===== config.mk =====
export PLATFORM = sky130hd
export DESIGN_NAME = vend_dispenser_flat
export DESIGN_NICKNAME = d
export VERILOG_FILES = /design/src/rtl/vend_dispenser_pkg.sv /design/src/rtl/vend_dispenser_if.sv /design/src/rtl/vend_dispenser_sync_edge.sv /design/src/rtl/vend_dispenser.sv /design/src/flat_wrapper.sv
export SDC_FILE = /design/constraint.sdc
export NUM_CORES = 1
export LEC_CHECK = 0
export BUFFER_PORTS_ARGS = -buffer_cell sky130_fd_sc_hd__buf_2
export CORE_MARGIN = 4
export CORE_UTILIZATION = 60
export DETAILED_ROUTE_END_ITERATION = 12
export PLACE_DENSITY = 0.86
export SYNTH_ARGS = -nofsm -noshare
export SYNTH_HDL_FRONTEND = slang
export SYNTH_HIERARCHICAL = 1
export SYNTH_SLANG_ARGS = --single-unit

===== constraint.sdc =====
create_clock -name clk -period 2.5 [get_ports clk]
set_input_delay 0.5 -clock clk [delete_from_list [all_inputs] [get_ports clk]]
set_output_delay 0.5 -clock clk [all_outputs]
set_load 0.02 [all_outputs]

===== src/rtl/vend_dispenser_pkg.sv =====
// Shared types for the vending dispenser: FSM states, change request and fault codes.
package vend_dispenser_pkg;

   typedef enum logic [2:0] {
      StIdle,
      StVend,
      StEject,
      StWaitCoin,
      StDone,
      StFault
   } state_e;

   typedef enum logic [1:0] {
      ChgNone = 2'b00,
      ChgRs5  = 2'b01,
      ChgRs10 = 2'b10
   } change_e;

   typedef enum logic [1:0] {
      FltNone    = 2'b00,
      FltProduct = 2'b01,
      FltCoin    = 2'b10
   } fault_e;

   // Number of 5 rs coins owed; the reserved code 11 owes nothing.
   function automatic logic [1:0] coins_for(logic [1:0] chg);
      logic [1:0] n;
      case (chg)
         ChgRs5:  n = 2'd1;
         ChgRs10: n = 2'd2;
         default: n = 2'd0;
      endcase
      return n;
   endfunction

   function automatic logic is_request(logic vend, logic [1:0] chg);
      return vend | (coins_for(chg) != 2'd0);
   endfunction

endpackage


===== src/rtl/vend_dispenser_if.sv =====
// Request, sensor and actuator signals between the vend controller and its host/mechanics.
interface vend_dispenser_if;
   logic       vend;
   logic [1:0] change;
   logic       product_sensor;
   logic       coin_sensor;
   logic       fault_clr;
   logic       motor_on;
   logic       coin_eject;
   logic       busy;
   logic       done;
   logic       fault;
   logic [1:0] fault_code;
   logic       overrun;

   modport master (
      output vend, change, product_sensor, coin_sensor, fault_clr,
      input  motor_on, coin_eject, busy, done, fault, fault_code, overrun
   );

   modport slave (
      input  vend, change, product_sensor, coin_sensor, fault_clr,
      output motor_on, coin_eject, busy, done, fault, fault_code, overrun
   );
endinterface


===== src/rtl/vend_dispenser_sync_edge.sv =====
// Two-flop synchronizer for an asynchronous sensor level, followed by a rising-edge pulse.
module vend_dispenser_sync_edge (
   input  logic clk,
   input  logic rst_n,
   input  logic din,
   output logic rise
);

   logic [2:0] sync_q;

   always_ff @(posedge clk or negedge rst_n) begin
      if (!rst_n) begin
         sync_q <= 3'b000;
      end else begin
         sync_q <= {sync_q[1:0], din};
      end
   end

   assign rise = sync_q[1] & ~sync_q[2];

endmodule


===== src/rtl/vend_dispenser.sv =====
// Product motor and 5 rs coin hopper sequencer with timeouts, sticky fault and overrun flag.
module vend_dispenser
   import vend_dispenser_pkg::*;
#(
   parameter int unsigned MOTOR_TIMEOUT = 1000,
   parameter int unsigned EJECT_PULSE   = 4,
   parameter int unsigned COIN_TIMEOUT  = 500
) (
   input logic             clk,
   input logic             rst_n,
   vend_dispenser_if.slave bus
);

   localparam int unsigned MtrW  = $clog2(MOTOR_TIMEOUT) + 1;
   localparam int unsigned CoinW = $clog2(COIN_TIMEOUT) + 1;
   localparam int unsigned PulW  = $clog2(EJECT_PULSE) + 1;
   localparam logic [MtrW-1:0]  MtrLast  = MtrW'(MOTOR_TIMEOUT - 1);
   localparam logic [CoinW-1:0] CoinLast = CoinW'(COIN_TIMEOUT - 1);
   localparam logic [PulW-1:0]  PulLast  = PulW'(EJECT_PULSE - 1);

   state_e           state_q, state_d;
   logic [1:0]       coins_q, coins_d, left_after;
   logic [1:0]       code_q, code_d;
   logic [MtrW-1:0]  mtr_cnt_q, mtr_cnt_d;
   logic [CoinW-1:0] coin_cnt_q, coin_cnt_d;
   logic [PulW-1:0]  pul_cnt_q, pul_cnt_d;
   logic             seen_q, seen_d;
   logic             eject_start, coin_got, req;
   logic             product_edge, coin_edge;
   logic             motor_q, eject_q, busy_q, done_q, fault_q, overrun_q;
   logic             motor_d, eject_d, busy_d, done_d, fault_d, overrun_d;

   vend_dispenser_sync_edge u_sync_product (
      .clk   (clk),
      .rst_n (rst_n),
      .din   (bus.product_sensor),
      .rise  (product_edge)
   );

   vend_dispenser_sync_edge u_sync_coin (
      .clk   (clk),
      .rst_n (rst_n),
      .din   (bus.coin_sensor),
      .rise  (coin_edge)
   );

   assign req = is_request(bus.vend, bus.change);

   always_ff @(posedge clk or negedge rst_n) begin
      if (!rst_n) begin
         state_q    <= StIdle;
         coins_q    <= 2'd0;
         code_q     <= FltNone;
         mtr_cnt_q  <= '0;
         coin_cnt_q <= '0;
         pul_cnt_q  <= '0;
         seen_q     <= 1'b0;
      end else begin
         state_q    <= state_d;
         coins_q    <= coins_d;
         code_q     <= code_d;
         mtr_cnt_q  <= mtr_cnt_d;
         coin_cnt_q <= coin_cnt_d;
         pul_cnt_q  <= pul_cnt_d;
         seen_q     <= seen_d;
      end
   end

   always_comb begin
      state_d     = state_q;
      coins_d     = coins_q;
      code_d      = code_q;
      eject_start = 1'b0;
      left_after  = (coin_edge && coins_q != 2'd0) ? coins_q - 2'd1 : coins_q;
      // A coin seen earlier in this pulse still counts once the pulse ends.
      coin_got    = coin_edge | seen_q;

      unique case (state_q)
         StIdle: begin
            if (req) begin
               coins_d = coins_for(bus.change);
               if (bus.vend) begin
                  state_d = StVend;
               end else begin
                  state_d     = StEject;
                  eject_start = 1'b1;
               end
            end
         end
         StVend: begin
            if (product_edge) begin
               if (coins_q != 2'd0) begin
                  state_d     = StEject;
                  eject_start = 1'b1;
               end else begin
                  state_d = StDone;
               end
            end else if (mtr_cnt_q >= MtrLast) begin
               state_d = StFault;
               code_d  = FltProduct;
            end
         end
         StEject: begin
            coins_d = left_after;
            if (pul_cnt_q >= PulLast && coin_got) begin
               state_d     = (left_after != 2'd0) ? StEject : StDone;
               eject_start = (left_after != 2'd0);
            end else if (!coin_got && coin_cnt_q >= CoinLast) begin
               state_d = StFault;
               code_d  = FltCoin;
            end else if (pul_cnt_q >= PulLast) begin
               state_d = StWaitCoin;
            end
         end
         StWaitCoin: begin
            coins_d = left_after;
            if (coin_edge) begin
               state_d     = (left_after != 2'd0) ? StEject : StDone;
               eject_start = (left_after != 2'd0);
            end else if (coin_cnt_q >= CoinLast) begin
               state_d = StFault;
               code_d  = FltCoin;
            end
         end
         StDone: begin
            state_d = StIdle;
         end
         StFault: begin
            if (bus.fault_clr) begin
               state_d = StIdle;
               code_d  = FltNone;
               coins_d = 2'd0;
            end
         end
         default: state_d = StIdle;
      endcase

      // Saturating timers; the coin timer restarts with every new eject pulse.
      mtr_cnt_d = '0;
      if (state_q == StVend && state_d == StVend) begin
         mtr_cnt_d = (&mtr_cnt_q) ? mtr_cnt_q : mtr_cnt_q + 1'b1;
      end
      coin_cnt_d = '0;
      if (!eject_start && (state_d == StEject || state_d == StWaitCoin)) begin
         coin_cnt_d = (&coin_cnt_q) ? coin_cnt_q : coin_cnt_q + 1'b1;
      end
      pul_cnt_d = '0;
      if (!eject_start && state_d == StEject) begin
         pul_cnt_d = (&pul_cnt_q) ? pul_cnt_q : pul_cnt_q + 1'b1;
      end
      seen_d = eject_start ? 1'b0 : (seen_q | (state_q == StEject && coin_edge));
   end

   always_comb begin
      motor_d   = (state_d == StVend);
      eject_d   = (state_d == StEject);
      busy_d    = (state_d != StIdle);
      done_d    = (state_d == StDone);
      fault_d   = (state_d == StFault);
      overrun_d = (state_q != StIdle) && req;
   end

   always_ff @(posedge clk or negedge rst_n) begin
      if (!rst_n) begin
         motor_q   <= 1'b0;
         eject_q   <= 1'b0;
         busy_q    <= 1'b0;
         done_q    <= 1'b0;
         fault_q   <= 1'b0;
         overrun_q <= 1'b0;
      end else begin
         motor_q   <= motor_d;
         eject_q   <= eject_d;
         busy_q    <= busy_d;
         done_q    <= done_d;
         fault_q   <= fault_d;
         overrun_q <= overrun_d;
      end
   end

   assign bus.motor_on   = motor_q;
   assign bus.coin_eject = eject_q;
   assign bus.busy       = busy_q;
   assign bus.done       = done_q;
   assign bus.fault      = fault_q;
   assign bus.fault_code = code_q;
   assign bus.overrun    = overrun_q;

endmodule


===== src/flat_wrapper.sv =====
// flat-port wrapper written by rule: the top's interface ports become plain ports
module vend_dispenser_flat import vend_dispenser_pkg::*;
#(
   parameter int unsigned MOTOR_TIMEOUT = 1000,
   parameter int unsigned EJECT_PULSE   = 4,
   parameter int unsigned COIN_TIMEOUT  = 500
)
  (clk, rst_n, bus_vend, bus_change, bus_product_sensor, bus_coin_sensor, bus_fault_clr, bus_motor_on, bus_coin_eject, bus_busy, bus_done, bus_fault, bus_fault_code, bus_overrun);
  vend_dispenser_if bus_i ();
  input logic clk;
  input logic rst_n;
  input wire logic [$bits(bus_i.vend)-1:0] bus_vend;
  input wire logic [$bits(bus_i.change)-1:0] bus_change;
  input wire logic [$bits(bus_i.product_sensor)-1:0] bus_product_sensor;
  input wire logic [$bits(bus_i.coin_sensor)-1:0] bus_coin_sensor;
  input wire logic [$bits(bus_i.fault_clr)-1:0] bus_fault_clr;
  output wire logic [$bits(bus_i.motor_on)-1:0] bus_motor_on;
  output wire logic [$bits(bus_i.coin_eject)-1:0] bus_coin_eject;
  output wire logic [$bits(bus_i.busy)-1:0] bus_busy;
  output wire logic [$bits(bus_i.done)-1:0] bus_done;
  output wire logic [$bits(bus_i.fault)-1:0] bus_fault;
  output wire logic [$bits(bus_i.fault_code)-1:0] bus_fault_code;
  output wire logic [$bits(bus_i.overrun)-1:0] bus_overrun;
  assign bus_i.vend = bus_vend;
  assign bus_i.change = bus_change;
  assign bus_i.product_sensor = bus_product_sensor;
  assign bus_i.coin_sensor = bus_coin_sensor;
  assign bus_i.fault_clr = bus_fault_clr;
  assign bus_motor_on = bus_i.motor_on;
  assign bus_coin_eject = bus_i.coin_eject;
  assign bus_busy = bus_i.busy;
  assign bus_done = bus_i.done;
  assign bus_fault = bus_i.fault;
  assign bus_fault_code = bus_i.fault_code;
  assign bus_overrun = bus_i.overrun;
  vend_dispenser #(.MOTOR_TIMEOUT(MOTOR_TIMEOUT), .EJECT_PULSE(EJECT_PULSE), .COIN_TIMEOUT(COIN_TIMEOUT)) u_core (.clk(clk), .rst_n(rst_n), .bus(bus_i));
endmodule

# Word-level counts from Yosys, hierarchy flattened
# Index checks and enable logic that the tools add are counted.
# totals
latchBits	0
rom_bits	0
regBits	44
mem_count	0
ram_bits	0
out_inout_bits	8
elab_cells	115
input_bits	8
# op_classes
bitwise_logic	7
order_cmp	3
reduce_logical	25
mux	39
eq_ne	22
shift	0
n_addsub	4
multipliers	0
n_div	0
# ops
op	count
2-to-1 mux 3 bit	13
2-to-1 mux 11 bit	2
2-to-1 mux 10 bit	2
2-to-1 mux 2 bit	10
case mux 3 bit (5 select lines)	1
inequality test 2 bit, second input constant	7
== test 3 x 2 -> 1 bit, second input constant	4
adder 11 x 1 -> 11 bit, second input constant	1
>= comparator 11 x 10 -> 1 bit, second input constant	1
AND reduction 11 bit	1
adder 10 x 1 -> 10 bit, second input constant	1
>= comparator 10 x 9 -> 1 bit, second input constant	1
AND reduction 10 bit	1
== test 3 bit, second input constant	3
nonzero test 3 bit	3
logical AND 1 bit	8
inequality test 2 x 1 -> 1 bit, second input constant	4
case mux 2 bit (4 select lines)	1
AND reduction 8 bit	1
2-to-1 mux 1 bit	7
== test 3 x 1 -> 1 bit, second input constant	2
case mux 2 bit (3 select lines)	1
AND reduction 3 bit	2
nonzero test 2 bit	3
15 further kinds	20

# Depth between registers and ports, before layout
# Gate-level depths: netlist (run 1).
# depth
word_depth	12
depth_mapped	8
mapped_depth_nobuf	7

# Hierarchy
# The synthesis (run 1) kept the hierarchy.
# by_module_without_submodules
module	area_each_um2	cells_each	n_inst	seq_area_each_um2
vend_dispenser	2215.9	226	1	950.9
vend_dispenser_sync_edge	88.8	4	2	75.1

# Worst setup path after synthesis (run 1)
# OpenSTA, ideal clock, no wires.
# synth_timing
path_kind	register to register
from	register u_core.pul_cnt_q[0]
to	register u_core.pul_cnt_q[1]
synth_period_minus_slack_ns	1.919
path_buffers	1
setup_ns	0.080
arrival_time_ns	1.839
path_slack_ns	0.581
stages_incl_launch_ff	9
t_required_ns	2.420
cell_sequence	dfrtp_1 > ha_1 > ha_1 > a211o_1 > o221ai_1 > o21ai_0 > o21bai_2 > buf_6 > nor3_2
# synth_via
elab_chain_cells	8
word_cells_on_any_way	16
classes_between	add/sub (1); order compare (1); eq/ne (2); mux (8); reduce/logical (4)
# synth_rtl
item	line	rtl
from (decl)	vend_dispenser.sv:26	logic [PulW-1:0] pul_cnt_q, pul_cnt_d;
from (signal assigned)	vend_dispenser.sv:64	pul_cnt_q <= pul_cnt_d;
>= comparator 3 x 2 -> 1 bit	vend_dispenser.sv:105, vend_dispenser.sv:111	
2-to-1 mux 3 bit	vend_dispenser.sv:111	end else if (pul_cnt_q >= PulLast) begin
2-to-1 mux 3 bit	vend_dispenser.sv:108	end else if (!coin_got && coin_cnt_q >= CoinLast) begin
2-to-1 mux 3 bit	vend_dispenser.sv:105	if (pul_cnt_q >= PulLast && coin_got) begin
case mux 3 bit (5 select lines)	vend_dispenser.sv:78	unique case (state_q)
== test 3 x 2 -> 1 bit	vend_dispenser.sv:148	if (!eject_start && state_d == StEject) begin
logical AND 1 bit	vend_dispenser.sv:148	
inequality test 2 bit (no source line) / 2-to-1 mux 3 bit (equally long branches)	--	
# Parallel ways exist; a longest one is shown, timed or not. The select of a mux whose other input is x is not followed.
# A chain may end at the register's enable or synchronous reset.

# Worst setup path in the final report (run 1)
# layout_timing
from	register u_core.pul_cnt_q[0]
to	register u_core.pul_cnt_q[0]
# The elaborated chain is that of the path after synthesis.

==> results of run 1 <==
==> sequential cells by signal (all words and copies together), names as in the netlist <==
| signal | count |
|---|---|
| u_core/u_sync_product/sync_q | 3 |
| u_core/coin_cnt_q | 10 |
| u_core/bus.overrun | 1 |
| u_core/coins_q | 2 |
| u_core/u_sync_coin/sync_q | 3 |
| u_core/seen_q | 1 |
| u_core/mtr_cnt_q | 11 |
| u_core/pul_cnt_q | 3 |
| u_core/bus.fault | 1 |
| u_core/bus.busy | 1 |
| u_core/state_q | 3 |
| u_core/bus.fault_code | 2 |
| u_core/bus.done | 1 |
| u_core/bus.coin_eject | 1 |
| u_core/bus.motor_on | 1 |
==> metal layers <==
layer,track usage [%],part of all wire (%)
met2,30.3,49
met5,0,0
met1,26.4,45
met3,4.83,4.4
met4,5.64,1.1
==> stage by stage <==
stage	worst slack (ns)	instances	hold slack, ns	cell area, µm²	utilization, %
detailed placement	0.350	292	0.344	2500	66.2
global route	0.196	300	0.258	2610	69.1
CTS	0.372	300	0.231	2610	69.1
global placement	0.419	292	0.333	2500	66.2
floorplan	0.581	234	0.204	2390	-
finish	0.377	300	0.213	2610	69.1
==> power by group through the flow <==
stage | Clock [µW] | Sequential [µW] | Combinational [µW]
finish | 538 | 976 | 875
floorplan | 0 | 963 | 693
global route | 582 | 997 | 962
global placement | 0 | 979 | 843
CTS | 550 | 972 | 877
detailed placement | 0 | 984 | 870
==> cells in the final DEF, fill, tap and decap left out, types with 2 or more instances in the layout <==
cell,count
a31oi_1,3
and3_1,4
or3_1,2
nor3b_1,2
a21oi_1,8
buf_4,3
a211oi_1,2
a2bb2oi_1,3
o2bb2ai_1,2
nand2_1,14
o32ai_1,2
nand3_1,5
inv_1,8
nor2b_1,3
and2_1,4
mux2i_1,3
buf_2,15
nor3_1,9
a211o_1,2
nor2_1,28
ha_1,8
clkbuf_8,5
dfrtp_1,44
xor2_1,8
nand4_1,8
xnor2_1,4
nor2b_4,3
o21ai_0,8
nand2b_1,5
==> area by class of cell <==
type	instances	area share [%]
multi-input combinational	173	46.2
inverter	9	1.30
clock buffer	5	2.64
timing repair buffer	18	3.74
tap	48	2.30
clock inverter	3	1.63
sequential	44	42.2
==> critical path, delay by kind of cell, from the launching register on <==
family                     cells  cell delay (ns)
DFF                            1             0.42
and+or+nand+nor                1             0.18
AOI/OAI and AO/OA              4             0.82
buffers and inverters          1             0.19
adders and majority gates      2             0.43
==> cells by family after synthesis <==
logic type	Yosys count	synth area share, %
AO/OA/AOI/OAI	49	16.1
XOR/XNOR	13	5.07
adder cells (fa/ha/maj)	8	4.18
buffers and inverters	17	3.71
flip-flops	44	46.0
multiplexers	3	1.25
other	1	0.157
AND/OR/NAND/NOR	99	23.5
==> worst max-delay path by stage <==
stage                              from                    to  cells after the start
global placement          bus_change[0]  u_core/coin_cnt_q[8]                      9
finish              u_core/pul_cnt_q[0]   u_core/pul_cnt_q[0]                      8
detailed placement        bus_change[0]  u_core/coin_cnt_q[8]                      9
global route        u_core/pul_cnt_q[0]   u_core/pul_cnt_q[0]                      8
floorplan           u_core/pul_cnt_q[0]   u_core/pul_cnt_q[1]                      8
CTS                 u_core/pul_cnt_q[0]   u_core/pul_cnt_q[0]                      8
==> reports/summary.json, run 1 <==
{
  "post_synth_main_area_contributors": "dfrtp_1 (46%), nor2_1 (4.4%), ha_1 (4.2%), xor2_1 (2.9%), nand2_1 (2.2%)",
  "count_of_synthesis_stage_warnings_from_yosys": 6,
  "timing.critical_path.slowest_stage_cell": "dfrtp_1",
  "io_pins": 16,
  "place_congestion": 0.913,
  "cts.sink_count": 44,
  "synth.most_common_cell": "dfrtp_1",
  "timing.final.setup_violations": 0,
  "post_synth.cell_area_avg_um2": 10.2,
  "synth_fp_nets": 250,
  "run_status": "finished clean",
  "synthDominantCellAreaShare_pct": 46.0,
  "grt_start_max_net_pins": 31,
  "cts_made_buffers": 5,
  "fin_max_slew_vios": 0,
  "critical_path.reg2reg.startpoint": "u_core/pul_cnt_q[0]",
  "hold_violations": 0,
  "worst-endpoint-required_ns": 2.72,
  "die-width_um": 71.2,
  "cts_root_buf": "clkbuf_8",
  "htree_num_levels": 2,
  "design.final.nets": 267,
  "initial_core_util_pct": 63.5,
  "power.total_uw": 2390,
  "cp_cell_sequence": "ha_1 > ha_1 > a211o_1 > o221ai_1 > o21ai_0 > o21bai_2 > buf_4 > nor3_1",
  "post_drt_wl_per_cell_um": 15.0,
  "synth.cells.most_frequent": "dfrtp_1 (44), nor2_1 (28), nand2_1 (14), nor3_1 (9)",
  "synth-seq-cells": 44,
  "critical-path-top-cell-by-count": "ha_1",
  "floorplan.die.height_um": 71.2,
  "first_global_vias": 1675,
  "synth_to_layout_area_growth_pct": 8.94,
  "globalRouteTotalUtil_pct": 19.3,
  "mappedNetlistArea_mm2": 0.00239,
  "floorplan.die_area_mm2": 0.00506,
  "power_switching_share_pct": 37.4,
  "n_fill_cell": 286,
  "cts_buffer_depth": 2,
  "vdd.ir_drop.worst_v": 0.000516,
  "sequential_cell_area_mm2": 0.00110,
  "slew_headroom_pct": 57.4,
  "tns_ns": 0,
  "yosysUniqueCellTypes": 63,
  "drt_pass1_iterations": 4,
  "ctsResizeCount": 0,
  "max_stage_delay_ns": 0.42,
  "skew_ns": 0.00869,
  "grt_first_pass_wirelength_um": 7780,
  "detailroute.via_count": 1772,
  "port-buffer-count": 15,
  "place.detailed.hpwl_um": 3290,
  "drt_iter0_drc": 81,
  "internal-power_uw": 1490,
  "fp-row-count": 22,
  "unrepaired_setup_endpoints_after_global_routing": "no",
  "clkSlewWorstSetupHoldPaths_ns": 0.09,
  "power-per-cell-area_mw_per_mm2": 916,
  "pwr-share-seq_pct": 40.8,
  "totalWireLength_um": 4500,
  "cp.arrival_ns": 2.34,
  "synth-async-reset-ratio_pct": 100,
  "cts.hold.buffers_added": 0,
  "worst_r2r_path_cells": 8,
  "tightestPinTransition_ns": 0.639,
  "critical_path.reg2reg.endpoint": "u_core/pul_cnt_q[0]",
  "timing.critical_path.fanout_max": 13,
  "tritoncts": "built",
  "cp-end-kind": "register",
  "synthDominantAreaCellType": "dfrtp_1",
  "clkPwrFrac_pct": 22.5,
  "insertedDiodeCount": 0,
  "yosysSeqAreaShare_pct": 46.0,
  "start_kind": "register",
  "synth_edf_count": 0,
  "multi_input_comb_area_mm2": 0.00120,
  "power_leakage_uw": 0.00116,
  "reg2reg_setup_slack_ns": 0.38,
  "route.antenna.remaining_nets": 0,
  "vias_per_cell": 5.91,
  "netlist_instances": 234,
  "drc": 0,
  "logic_gate_share_of_total_power_pct": 36.6,
  "final_min_period_over_clock_period_pct": 84.9,
  "antenna_found_initial": 0,
  "core_area_mm2": 0.00377,
  "finalWorstPathRequiredPeriod_ns": 2.12,
  "insertion_delay_ns": 0.30,
  "cts_setup_buffers": 0,
  "share_of_layout_cells_above_drive_strength_1_pct": 17.9,
  "synth-main-ff-cell": "dfrtp_1",
  "p_sw_uw": 895,
  "ws_path_type": "reg2reg",
  "count_of_maximum_capacitance_violations": 0,
  "grt_overflow": 0,
  "holdCritPathClass": "in2async",
  "timing_limited_maximum_frequency_mhz": 471
}
(Power assumes the default switching activity.)
==> run 2: changes to the inputs <==
Settings changed: ABC_AREA from default to 1, CORE_UTILIZATION 60 to 54, PLACE_DENSITY 0.86 to 0.82.
Clock period 2.5 ns to 1.7 ns, I/O delays scaled along.
==> run 2 against run 1 <==
  * The run now ends with setup timing left
  * Clock skew fell by 0.0015 ns
  * Cell count increased by 28%
  * Non-clock buffer count increased by 13
  * Combinational power grew 130%
  * Sequential power is 42% higher
  * Sequential share of layout area is 3.6 points lower
  * Critical endpoint is now u_core/coin_cnt_q[0]
  * Highest routed layer unchanged
==> reports/summary.json, run 2 <==
{
  "mappedNetlistArea": {"value": 0.00234, "unit": "mm²", "change": "was 0.00239 mm²"},
  "holdCritPathClass": {"value": "in2reg", "change": "was in2async"},
  "mostFrequentLayoutCell": {"value": "nor2_1", "change": "was dfrtp_1"},
  "synth_simple_gate_area_share": {"value": 34.5, "unit": "%", "change": "was 23.5%"},
  "synth.cells.most_frequent": {"value": "nand2_1 (56), nor2_1 (54), dfrtp_1 (44), inv_1 (35), nand3_1 (35)", "change": "was dfrtp_1 (44), nor2_1 (28), nand2_1 (14), nor3_1 (9)"},
  "core_area": {"value": 0.00409, "unit": "mm²", "change": "was 0.00377 mm²"},
  "worst_hold_path.endpoint": "u_core/u_sync_coin/sync_q[0]",
  "vias_per_cell": {"value": 5.22, "change": "was 5.91"},
  "count_of_synthesis_stage_warnings_from_yosys": {"value": 6, "change": "unchanged"},
  "post_drt_wl_per_cell": {"value": 13.0, "unit": "µm", "change": "was 15.0 µm"},
  "hold_path.startpoint": "bus_coin_sensor",
  "final_util": {"value": 69.7, "unit": "%", "change": "was 69.1%"},
  "top_register": {"value": "u_core/mtr_cnt_q", "change": "unchanged"},
  "power-per-cell-area": {"value": 1390, "unit": "mW/mm²", "change": "was 916 mW/mm²"},
  "vdd.ir_drop.worst": {"value": 0.000594, "unit": "V", "change": "was 0.000516 V"},
  "floorplan.die.height": {"value": 73.9, "unit": "µm", "change": "was 71.2 µm"},
  "critical_path.reg2reg.startpoint": {"value": "u_core/coins_q[0]", "change": "was u_core/pul_cnt_q[0]"},
  "detailroute.via_count": {"value": 2000, "change": "was 1772"},
  "yosysUniqueCellTypes": {"value": 27, "change": "was 63"},
  "start_kind": {"value": "register", "change": "unchanged"},
  "synth_adder_area_share": {"value": 4.27, "unit": "%", "change": "was 4.18%"},
  "critical_path.reg2reg.endpoint": {"value": "u_core/coin_cnt_q[0]", "change": "was u_core/pul_cnt_q[0]"},
  "layout_top_registers": {"value": "u_core/mtr_cnt_q (11), u_core/coin_cnt_q (10)", "change": "unchanged"},
  "skew": {"value": 0.00718, "unit": "ns", "change": "was 0.00869 ns"},
  "ws_path_type": {"value": "reg2reg", "change": "unchanged"},
  "cts.sink_count": {"value": 44, "change": "unchanged"},
  "hold_violations": {"value": 0, "change": "unchanged"},
  "cts_root_buf": {"value": "clkbuf_8", "change": "unchanged"},
  "timing.final.setup_violations": {"value": 14, "change": "was 0"},
  "final_cell_count_no_fill": {"value": 383, "change": "was 300"},
  "fp-row-count": {"value": 23, "change": "was 22"},
  "globalRouteTotalUtil": {"value": 17.7, "unit": "%", "change": "was 19.3%"},
  "first_global_vias": {"value": 1826, "change": "was 1675"},
  "worst_r2r_path_cells": {"value": 13, "change": "was 8"},
  "io_pins": {"value": 16, "change": "unchanged"},
  "floorplan.die_area": {"value": 0.00546, "unit": "mm²", "change": "was 0.00506 mm²"},
  "yosysSeqAreaShare": {"value": 47.0, "unit": "%", "change": "was 46.0%"},
  "post_synthesis_mux_area_share": {"value": 0.427, "unit": "%", "change": "was 1.25%"},
  "worst-endpoint-required": {"value": 1.87, "unit": "ns", "change": "was 2.72 ns"},
  "final_cell_area": {"value": 0.00285, "unit": "mm²", "change": "was 0.00261 mm²"},
  "grt_start_max_net_pins": {"value": 21, "change": "was 31"},
  "netlist_instances": {"value": 294, "change": "was 234"},
  "largest_reg_flops": {"value": 11, "change": "unchanged"},
  "tritoncts": {"value": "built", "change": "unchanged"},
  "finalWorstPathRequiredPeriod": {"value": 1.75, "unit": "ns", "change": "was 2.12 ns"},
  "commonest_non_fill_non_tap_cells_in_the_layout": {"value": "nor2_1 (49), nand2_1 (46), dfrtp_1 (44), inv_1 (30), nand3_1 (29)", "change": "was dfrtp_1 (44), nor2_1 (28), buf_2 (15), nand2_1 (14), nor3_1 (9)"},
  "totalWireLength": {"value": 4970, "unit": "µm", "change": "was 4500 µm"},
  "synth_edf_count": {"value": 0, "change": "unchanged"},
  "synthDominantCellAreaShare": {"value": 47.0, "unit": "%", "change": "was 46.0%"},
  "clkSlewWorstSetupHoldPaths": {"value": 0.08, "unit": "ns", "change": "was 0.09 ns"},
  "place_congestion": {"value": 0.906, "change": "was 0.913"},
  "synth-async-reset-ratio": {"value": 100, "unit": "%", "change": "unchanged"},
  "hold_depth": 1,
  "hold-worst-slack": {"value": 0.151, "unit": "ns", "change": "was 0.213 ns"},
  "fin_max_slew_vios": {"value": 0, "change": "unchanged"},
  "route.antenna.remaining_nets": {"value": 0, "change": "unchanged"},
  "share_of_layout_cells_above_drive_strength_1": {"value": 28.5, "unit": "%", "change": "was 17.9%"},
  "synthDominantAreaCellType": {"value": "dfrtp_1", "change": "unchanged"},
  "worst_setup_margin": {"value": -0.0492, "unit": "ns", "change": "was 0.377 ns"},
  "post_synth.cell_area_avg": {"value": 7.98, "unit": "µm²", "change": "was 10.2 µm²"},
  "grt_overflow": {"value": 0, "change": "unchanged"},
  "post_synth_main_area_contributors": {"value": "dfrtp_1 (47%), nand2_1 (9.0%), nor2_1 (8.6%), nand3_1 (7.5%), inv_1 (5.6%)", "change": "was dfrtp_1 (46%), nor2_1 (4.4%), ha_1 (4.2%), xor2_1 (2.9%), nand2_1 (2.2%)"},
  "grt_first_pass_wirelength": {"value": 7410, "unit": "µm", "change": "was 7780 µm"},
  "initial_core_util": {"value": 57.4, "unit": "%", "change": "was 63.5%"},
  "synth-main-ff-cell": {"value": "dfrtp_1", "change": "unchanged"},
  "run_status": {"value": "finished with violations", "change": "was finished clean"},
  "design.final.nets": {"value": 349, "change": "was 267"},
  "post_place_instance_area": {"value": 0.00254, "unit": "mm²", "change": "was 0.00250 mm²"},
  "drt_pass1_iterations": {"value": 4, "change": "unchanged"},
  "cts_buffer_depth": {"value": 2, "change": "unchanged"},
  "htree_num_levels": {"value": 2, "change": "unchanged"},
  "die-width": {"value": 73.9, "unit": "µm", "change": "was 71.2 µm"},
  "port-buffer-count": {"value": 15, "change": "unchanged"},
  "reg2reg_setup_slack": {"value": -0.05, "unit": "ns", "change": "was 0.38 ns"},
  "drt_iter0_drc": {"value": 198, "change": "was 81"},
  "unrepaired_setup_endpoints_after_global_routing": {"value": "yes", "change": "was no"},
  "cts_made_buffers": {"value": 5, "change": "unchanged"},
  "synthXorXnorAreaFrac": {"value": 3.36, "unit": "%", "change": "was 5.07%"},
  "timing_limited_maximum_frequency": {"value": 572, "unit": "MHz", "change": "was 471 MHz"},
  "failed_checks": "setup timing",
  "insertedDiodeCount": {"value": 0, "change": "unchanged"},
  "count_of_maximum_capacitance_violations": {"value": 0, "change": "unchanged"},
  "power_leakage": {"value": 0.00143, "unit": "µW", "change": "was 0.00116 µW"},
  "combinational_family_with_the_most_area_after_synthesis": {"value": "simple AND/OR/NAND/NOR gates", "change": "unchanged"},
  "synthesized_area_fraction_occupied_by_ao_oa_aoi_and_oai_cells": {"value": 4.22, "unit": "%", "change": "was 16.1%"},
  "final_min_period_over_clock_period": {"value": 103, "unit": "%", "change": "was 84.9%"},
  "timing.critical_path.fanout_max": {"value": 5, "change": "was 13"},
  "insertion_delay": {"value": 0.29, "unit": "ns", "change": "was 0.30 ns"},
  "synth_to_layout_area_growth": {"value": 21.6, "unit": "%", "change": "was 8.94%"},
  "antenna_found_initial": {"value": 0, "change": "unchanged"},
  "synth.most_common_cell": {"value": "nand2_1", "change": "was dfrtp_1"},
  "place.detailed.hpwl": {"value": 3260, "unit": "µm", "change": "was 3290 µm"},
  "cp-end-kind": {"value": "register", "change": "unchanged"},
  "synth-seq-cells": {"value": 44, "change": "unchanged"},
  "placed_cells_incl_taps": {"value": 367, "change": "was 292"},
  "synth_fp_nets": {"value": 310, "change": "was 250"},
  "cp.arrival": {"value": 1.92, "unit": "ns", "change": "was 2.34 ns"},
  "drc": {"value": 0, "change": "unchanged"},
  "n_fill_cell": {"value": 304, "change": "was 286"}
}
[run 2: cell count changes after synthesis, moves of 7 or more]
cell	previous run	this run
nand2_1	14	56
nand3_1	5	35
inv_1	8	35
nor2_1	28	54
nor2_2	0	9
nor3_1	9	2
[run 2: cell type report]
| cell class | count | area, µm² | area share, % |
|---|---|---|---|
| clock inverters | 1 | 5.00 | 0.176 |
| well taps | 50 | 62.6 | 2.19 |
| multi-input cells | 213 | 1270 | 44.4 |
| inverters | 38 | 145 | 5.09 |
| clock buffers | 6 | 72.6 | 2.55 |
| flip-flops and latches | 44 | 1100 | 38.6 |
| repair buffers | 31 | 198 | 6.94 |
[run 2: cells by family after synthesis]
logic type                 count (synthesis)
and+or+nand+nor                          175
DFF                                       44
buffers and inverters                     38
AOI/OAI and AO/OA                         18
xor gates and xnor gates                   9
adders and majority gates                  8
other                                      1
muxes                                      1
[run 2: what timing repair did]
action | in CTS | in global routing
gates cloned | 0 | 1
hold endpoints to repair | 18 | 0
hold buffers | 1 | 0
buffers inserted | 0 | 7
pin swaps | 0 | 19
endpoints found under the setup margin | 16 | 19
gates resized for setup | 3 | 41
[run 2: where the power goes]
part | internal [µW] | switching, µW
registers | 1240 | 147
clock network | 279 | 327
logic | 733 | 1230
total | 2260 | 1710
[run 2: worst max-delay path by stage]
stage	end	depth (start not counted)	startpoint
after floorplan	u_core/coin_cnt_q[4]	8	bus_change[0]
final	u_core/coin_cnt_q[0]	13	u_core/coins_q[0]
after detailed placement	u_core/coin_cnt_q[4]	9	bus_change[0]
after CTS	u_core/bus.busy	12	u_core/coins_q[0]
after global placement	u_core/coin_cnt_q[5]	9	bus_change[0]
after global routing	u_core/coin_cnt_q[0]	13	u_core/coins_q[0]
[run 2: worst max-delay path, stage by stage, from the launching register on]
cell and delay (ns):
dfrtp_1 0.41, inv_2 0.11, ha_4 0.15, inv_4 0.04, nand2_2 0.08, nand2_2 0.08, nand2_4 0.10, nand2_2 0.07
nand2_2 0.06, nand2_2 0.06, nor2_4 0.17, nand2_4 0.13, nand2_4 0.11, nor2_1 0.05
[run 2: per-layer routing]
layer / track usage [%] / vias to the layer above / share of wire [%] / wire length, µm
li1: - / 1008 / - / -
met3: 3.83 / 10 / 4.3 / 215
met1: 19.4 / 936 / 42 / 2110
met5: 0 / - / 0 / 0
met4: 7.85 / 0 / 1.8 / 89
met2: 32.4 / 46 / 51 / 2560
[run 2: stage by stage]
| stage | TNS, ns | total power, µW | setup WS (ns) |
|---|---|---|---|
| CTS | -0.0269 | 3490 | -0.0152 |
| floorplan | 0 | 2440 | 0.138 |
| global route | -1.92 | 4240 | -0.138 |
| finish | -0.491 | 3960 | -0.0492 |
| detailed placement | -0.445 | 2830 | -0.0469 |
| global placement | -0.397 | 2780 | -0.0473 |
